<file path="src/rtl/display_mode_if.sv">
// Signal bundle between the display mode sequencer and its surroundings.
//   tick       1 Hz strobe, one clk cycle wide (into the sequencer)
//   btn        raw mode button, asynchronous, active-high (into the sequencer)
//   select     display mux select, 1 = time view, 0 = date view (from the sequencer)
//   auto_mode  1 = automatic time/date alternation enabled (from the sequencer)
//   dwell      ticks elapsed in the current view (from the sequencer)
// The "slave" modport is the sequencer side; "master" is the side that
// produces tick/btn and consumes the display controls.
interface display_mode_if #(
    parameter int CNT_W = 4
);
    logic             tick;
    logic             btn;
    logic             select;
    logic             auto_mode;
    logic [CNT_W-1:0] dwell;

    modport master (
        output tick,
        output btn,
        input  select,
        input  auto_mode,
        input  dwell
    );

    modport slave (
        input  tick,
        input  btn,
        output select,
        output auto_mode,
        output dwell
    );
endinterface

</file>
<file path="src/rtl/display_mode_ctrl.sv">
// Sequencer for the 4-digit time/date display mux.
//   clk    system clock
//   n_rst  asynchronous active-low reset
//   bus    display_mode_if slave modport:
//            tick (in)       1 Hz strobe, one clk wide
//            btn (in)        raw mode button, asynchronous, active-high
//            select (out)    1 = hour/min digits, 0 = day/month/year digits
//            auto_mode (out) 1 = time/date alternate automatically on ticks
//            dwell (out)     ticks spent in the current state
// A short press of the button peeks at the date for DATE_SECS ticks; a press
// held for LONG_PRESS ticks toggles auto mode instead.
module display_mode_ctrl #(
    parameter int TIME_SECS  = 8,
    parameter int DATE_SECS  = 3,
    parameter int LONG_PRESS = 2,
    parameter int CNT_W      = 4
) (
    input  logic          clk,
    input  logic          n_rst,
    display_mode_if.slave bus
);

    localparam logic [CNT_W-1:0] CNT_MAX   = {CNT_W{1'b1}};
    localparam logic [CNT_W-1:0] TIME_LAST = CNT_W'(TIME_SECS - 1);
    localparam logic [CNT_W-1:0] DATE_LAST = CNT_W'(DATE_SECS - 1);
    localparam logic [CNT_W-1:0] LONG_LAST = CNT_W'(LONG_PRESS - 1);

    typedef enum logic [1:0] {
        S_TIME = 2'd0,
        S_DATE = 2'd1,
        S_PEEK = 2'd2
    } state_t;

    // ------------------------------------------------------------------
    // Button synchronizer and edge detection
    // ------------------------------------------------------------------
    logic sync1_reg;
    logic b_s_reg;
    logic b_q_reg;
    logic press;
    logic rel;

    always_ff @(posedge clk or negedge n_rst) begin
        if (!n_rst) begin
            sync1_reg <= 1'b0;
            b_s_reg   <= 1'b0;
            b_q_reg   <= 1'b0;
        end else begin
            sync1_reg <= bus.btn;
            b_s_reg   <= sync1_reg;
            b_q_reg   <= b_s_reg;
        end
    end

    assign press = b_s_reg & ~b_q_reg;
    assign rel   = ~b_s_reg & b_q_reg;

    // ------------------------------------------------------------------
    // Long / short press classification and auto mode
    // ------------------------------------------------------------------
    logic [CNT_W-1:0] hold_cnt_reg;
    logic             long_done_reg;
    logic             auto_mode_reg;
    logic             long_hit;
    logic             spress;

    // long_done gates the hit so a hold that runs on never toggles twice,
    // even if the hold counter sits saturated at a matching value.
    assign long_hit = bus.tick & b_s_reg & ~press & ~long_done_reg
                      & (hold_cnt_reg == LONG_LAST);
    assign spress   = rel & ~long_done_reg;

    always_ff @(posedge clk or negedge n_rst) begin
        if (!n_rst) begin
            hold_cnt_reg  <= '0;
            long_done_reg <= 1'b0;
            auto_mode_reg <= 1'b1;
        end else begin
            if (press) begin
                hold_cnt_reg <= '0;
            end else if (bus.tick && b_s_reg && hold_cnt_reg != CNT_MAX) begin
                hold_cnt_reg <= hold_cnt_reg + 1'b1;
            end

            if (long_hit) begin
                auto_mode_reg <= ~auto_mode_reg;
                long_done_reg <= 1'b1;
            end else if (rel) begin
                long_done_reg <= 1'b0;
            end
        end
    end

    // ------------------------------------------------------------------
    // View FSM
    // ------------------------------------------------------------------
    state_t           state_reg;
    state_t           state_next;
    logic [CNT_W-1:0] dwell_reg;
    logic [CNT_W-1:0] dwell_next;
    logic             select_reg;
    logic             select_next;

    always_ff @(posedge clk or negedge n_rst) begin
        if (!n_rst) begin
            state_reg  <= S_TIME;
            dwell_reg  <= '0;
            select_reg <= 1'b1;
        end else begin
            state_reg  <= state_next;
            dwell_reg  <= dwell_next;
            select_reg <= select_next;
        end
    end

    always_comb begin
        state_next = state_reg;
        case (state_reg)
            S_TIME: begin
                if (spress) begin
                    state_next = S_PEEK;
                end else if (auto_mode_reg && bus.tick && dwell_reg == TIME_LAST) begin
                    state_next = S_DATE;
                end
            end
            // The date dwell runs to completion even if auto mode is
            // switched off while it is showing.
            S_DATE, S_PEEK: begin
                if (spress) begin
                    state_next = S_TIME;
                end else if (bus.tick && dwell_reg == DATE_LAST) begin
                    state_next = S_TIME;
                end
            end
            default: state_next = S_TIME;
        endcase

        // Any state change restarts the dwell, which also makes a
        // simultaneous spress+tick land on dwell 0.
        dwell_next = dwell_reg;
        if (state_next != state_reg) begin
            dwell_next = '0;
        end else if (bus.tick && dwell_reg != CNT_MAX) begin
            dwell_next = dwell_reg + 1'b1;
        end

        select_next = (state_next == S_TIME);
    end

    assign bus.select    = select_reg;
    assign bus.auto_mode = auto_mode_reg;
    assign bus.dwell     = dwell_reg;

endmodule
</file>
<file path="src/flat_wrapper.sv">
// flat-port wrapper written by rule: the top's interface ports become plain ports
module display_mode_ctrl_flat 
#(
    parameter int TIME_SECS  = 8,
    parameter int DATE_SECS  = 3,
    parameter int LONG_PRESS = 2,
    parameter int CNT_W      = 4
)
  (clk, n_rst, bus_tick, bus_btn, bus_select, bus_auto_mode, bus_dwell);
  display_mode_if #(.CNT_W(CNT_W)) bus_i ();
  input  logic clk;
  input  logic n_rst;
  input wire logic [$bits(bus_i.tick)-1:0] bus_tick;
  input wire logic [$bits(bus_i.btn)-1:0] bus_btn;
  output wire logic [$bits(bus_i.select)-1:0] bus_select;
  output wire logic [$bits(bus_i.auto_mode)-1:0] bus_auto_mode;
  output wire logic [$bits(bus_i.dwell)-1:0] bus_dwell;
  assign bus_i.tick = bus_tick;
  assign bus_i.btn = bus_btn;
  assign bus_select = bus_i.select;
  assign bus_auto_mode = bus_i.auto_mode;
  assign bus_dwell = bus_i.dwell;
  display_mode_ctrl #(.TIME_SECS(TIME_SECS), .DATE_SECS(DATE_SECS), .LONG_PRESS(LONG_PRESS), .CNT_W(CNT_W)) u_core (.clk(clk), .n_rst(n_rst), .bus(bus_i));
endmodule
</file>
<file path="config.mk">
export PLATFORM = sky130hd
export DESIGN_NAME = display_mode_ctrl_flat
export DESIGN_NICKNAME = d
export VERILOG_FILES = /design/src/rtl/display_mode_if.sv /design/src/rtl/display_mode_ctrl.sv /design/src/flat_wrapper.sv
export SDC_FILE = /design/constraint.sdc
export NUM_CORES = 1
export LEC_CHECK = 0
export ABC_AREA = 1
export BUFFER_PORTS_ARGS = -buffer_cell sky130_fd_sc_hd__buf_2
export CORE_UTILIZATION = 54
export CTS_CLUSTER_DIAMETER = 200
export DETAILED_ROUTE_END_ITERATION = 6
export PLACE_DENSITY = 0.8
export SLEW_MARGIN = 20
export SYNTH_ARGS = -nofsm -noshare
export SYNTH_HDL_FRONTEND = slang
export SYNTH_SLANG_ARGS = --single-unit
</file>
<file path="constraint.sdc">
create_clock -name clk -period 1.8 [get_ports clk]
set_input_delay 0.54 -clock clk [delete_from_list [all_inputs] [get_ports clk]]
set_output_delay 0.54 -clock clk [all_outputs]
set_load 0.02 [all_outputs]
</file>
==> results.json <==
{
  "design.core.area_um2": 1370,
  "reg2reg_depth": 12,
  "synth_area_per_cell_um2": 8.01,
  "power-per-cell-area_nw_per_um2": 1200,
  "clock-sinks": 16,
  "post_synth_fa_ha_maj_area_fraction_pct": 9.01,
  "worst-path-max-fanout": 3,
  "first_global_vias": 487,
  "place_area_um2": 897,
  "power.static_leakage_nw": 0.515,
  "num-nets-final": 128,
  "h-tree-depth": 1,
  "numCtsBuffers": 3,
  "drt_iter0_markers": 9,
  "crit_buf_inv": 1,
  "synthesis.area_um2": 833,
  "cts_tree": "yes",
  "ys_seq_elements": 16,
  "route.vias.total": 643,
  "io-pin-count": 10,
  "yosys.area_share.simple_pct": 24.3,
  "cp_top_family": "flip-flops",
  "cts_hold_repair.buffers": 0,
  "grt_max_degree": 17,
  "num_rows": 13,
  "route.detailed.drc": 0,
  "final-max-slew-violation-count": 0,
  "antenna_cells": 0,
  "cts.path.max_buffers": 2,
  "most-common-layout-cells": "sky130_fd_sc_hd__nand2_1, sky130_fd_sc_hd__inv_1, sky130_fd_sc_hd__dfrtp_1",
  "vias_per_cell": 4.91,
  "die-height_um": 41.3,
  "clkTransAtPathRegs_ns": 0.08,
  "final.min_clock_period_ns": 1.54,
  "run_status": "completed",
  "max-vdd-ir-drop_mv": 0.665,
  "crit-reg2reg-capture": "u_core.bus.dwell[2]",
  "clock-root-buffer": "sky130_fd_sc_hd__clkbuf_4",
  "rsz0062_at_grt": "no",
  "final_hold_viol_count": 0,
  "grt_first_pass_wirelength_um": 1900,
  "synth_top_family_by_area": "simple AND/OR/NAND/NOR gates",
  "port_buffers": 9,
  "synth.yosys.warnings": 0,
  "timing.setup.critical_path_class": "register to primary output",
  "regToRegSetupSlack_ns": 0.29,
  "design.die.area_um2": 1700,
  "post_synth_mux_area_share_pct": 0,
  "r2r-start": "u_core.bus.dwell[0]",
  "grtUsageTotal_pct": 18.5,
  "post_layout_nonfiller_instances": 131,
  "max_slew_margin_pct": 78.0,
  "grt_antenna_before_repair": 0,
  "setup_total_negative_slack_ns": 0,
  "worst_clock_skew_ns": 0.00379,
  "initial_core_util_pct": 61.0,
  "max_freq_mhz": 648,
  "stdcell_area_um2": 920,
  "multiInputGateArea_um2": 359,
  "syn_nets": 114,
  "netlist-cell-type-count": 16,
  "synthToLayoutAreaGrowth_pct": 10.4,
  "detailedPlacementHpwl_um": 1030,
  "final.fill_count": 101,
  "crit_path_top_delay_cell": "sky130_fd_sc_hd__dfstp_2",
  "timing.critical_path.arrival_ns": 1.00,
  "setup-violations-final": 0,
  "detail_route.wirelength_um": 1340,
  "clock_insertion_delay_worst_skew_ns": 0.28,
  "path_cells": "buf_2",
  "worst_setup_path_start_kind": "register",
  "critical_path.max_stage_delay_ns": 0.56,
  "dr.pass1.iters": 4,
  "post-cts-setup-buffers": 0,
  "min_period_over_period_pct": 85.7,
  "synth_sequential_area_ratio_pct": 48.3,
  "critical_path_required_ns": 1.26,
  "synth_compound_gate_area_share_pct": 6.61,
  "commonest_non_fill_non_tap_cell_in_the_layout": "sky130_fd_sc_hd__nand2_1",
  "drv_cap": 0,
  "die_x_um": 41.3,
  "synthesis.instances": 104,
  "postRouteAntennaNets": 0,
  "globalRouteOverflowTotal": 0,
  "placed_cells": 128,
  "route.detailed.wl_per_inst_um": 10.2,
  "gp_congestion": 0.732,
  "worst_setup_path_end_kind": "primary output",
  "layout.area.seq_um2": 403,
  "postCtsResizedCells": 0,
  "drive_above_1_share_pct": 14.7,
  "hp-class": "input port to asynchronous set/reset pin",
  "crit_cells": 1,
  "worst_slew_pin_slew_ns": 0.330,
  "post_synth_xor_area_fraction_pct": 3.15
}
metrics by stage:
stage | utilization (%) | setup WS, ns | hold WS (ns) | power [W]
after floorplan | - | 0.350 | 0.244 | 0.000822
after global placement | 65.7 | 0.337 | 0.334 | 0.000923
after detailed placement | 65.7 | 0.298 | 0.340 | 0.000937
after CTS | 67.3 | 0.247 | 0.148 | 0.00111
after global routing | 67.3 | 0.191 | 0.169 | 0.00119
final | 67.3 | 0.258 | 0.144 | 0.00110
cells by family after synthesis:
| logic type | count (synthesis) |
|---|---|
| AO/OA/AOI/OAI | 11 |
| XOR/XNOR | 3 |
| adder cells (fa/ha/maj) | 6 |
| buffers and inverters | 19 |
| flip-flops | 16 |
| AND/OR/NAND/NOR | 49 |
where the power goes:
group          internal (W)  switching (W)
logic              0.000150       0.000264
clock network     0.0000777      0.0000983
registers          0.000449      0.0000625
total              0.000677       0.000425
worst max path at each step:
stage,start,end
floorplan,u_core.bus.dwell[1],u_core.bus.dwell[3]
global placement,bus_tick,u_core.bus.dwell[2]
detailed placement,bus_tick,u_core.bus.dwell[2]
CTS,u_core.bus.auto_mode,bus_auto_mode
global route,u_core.bus.dwell[0],u_core.bus.dwell[3]
finish,u_core.bus.auto_mode,bus_auto_mode
synthesized netlist by cell type:
| master | instances | area [µm²] |
|---|---|---|
| sky130_fd_sc_hd__a21oi_1 | 3 | 15.0 |
| sky130_fd_sc_hd__dfrtp_1 | 14 | 350 |
| sky130_fd_sc_hd__dfstp_2 | 2 | 52.6 |
| sky130_fd_sc_hd__ha_1 | 6 | 75.1 |
| sky130_fd_sc_hd__inv_1 | 17 | 63.8 |
| sky130_fd_sc_hd__inv_2 | 2 | 7.51 |
| sky130_fd_sc_hd__nand2_1 | 26 | 97.6 |
| sky130_fd_sc_hd__nand3_1 | 7 | 35.0 |
| sky130_fd_sc_hd__nand3_2 | 1 | 10.0 |
| sky130_fd_sc_hd__nand4_1 | 1 | 6.26 |
| sky130_fd_sc_hd__nor2_1 | 13 | 48.8 |
| sky130_fd_sc_hd__nor3_1 | 1 | 5.00 |
| sky130_fd_sc_hd__o21ai_0 | 3 | 15.0 |
| sky130_fd_sc_hd__o21ai_1 | 5 | 25.0 |
| sky130_fd_sc_hd__xnor2_1 | 1 | 8.76 |
| sky130_fd_sc_hd__xor2_1 | 2 | 17.5 |
cell type report:
class | instances | area share [%]
multi-input cells | 69 | 39.0
well taps | 15 | 2.04
clock buffers | 3 | 2.45
inverters | 19 | 7.76
repair buffers | 9 | 4.90
flip-flops and latches | 16 | 43.8
metal layers:
metal / routed length (µm) / share of wire [%] / track usage (%)
met3: 38 / 2.8 / 1.63
met1: 655 / 49 / 21.2
met5: 0 / 0 / 0
met4: 39 / 2.9 / 14.5
met2: 602 / 45 / 31.3
Note: power is estimated with default switching activity, not from simulation.
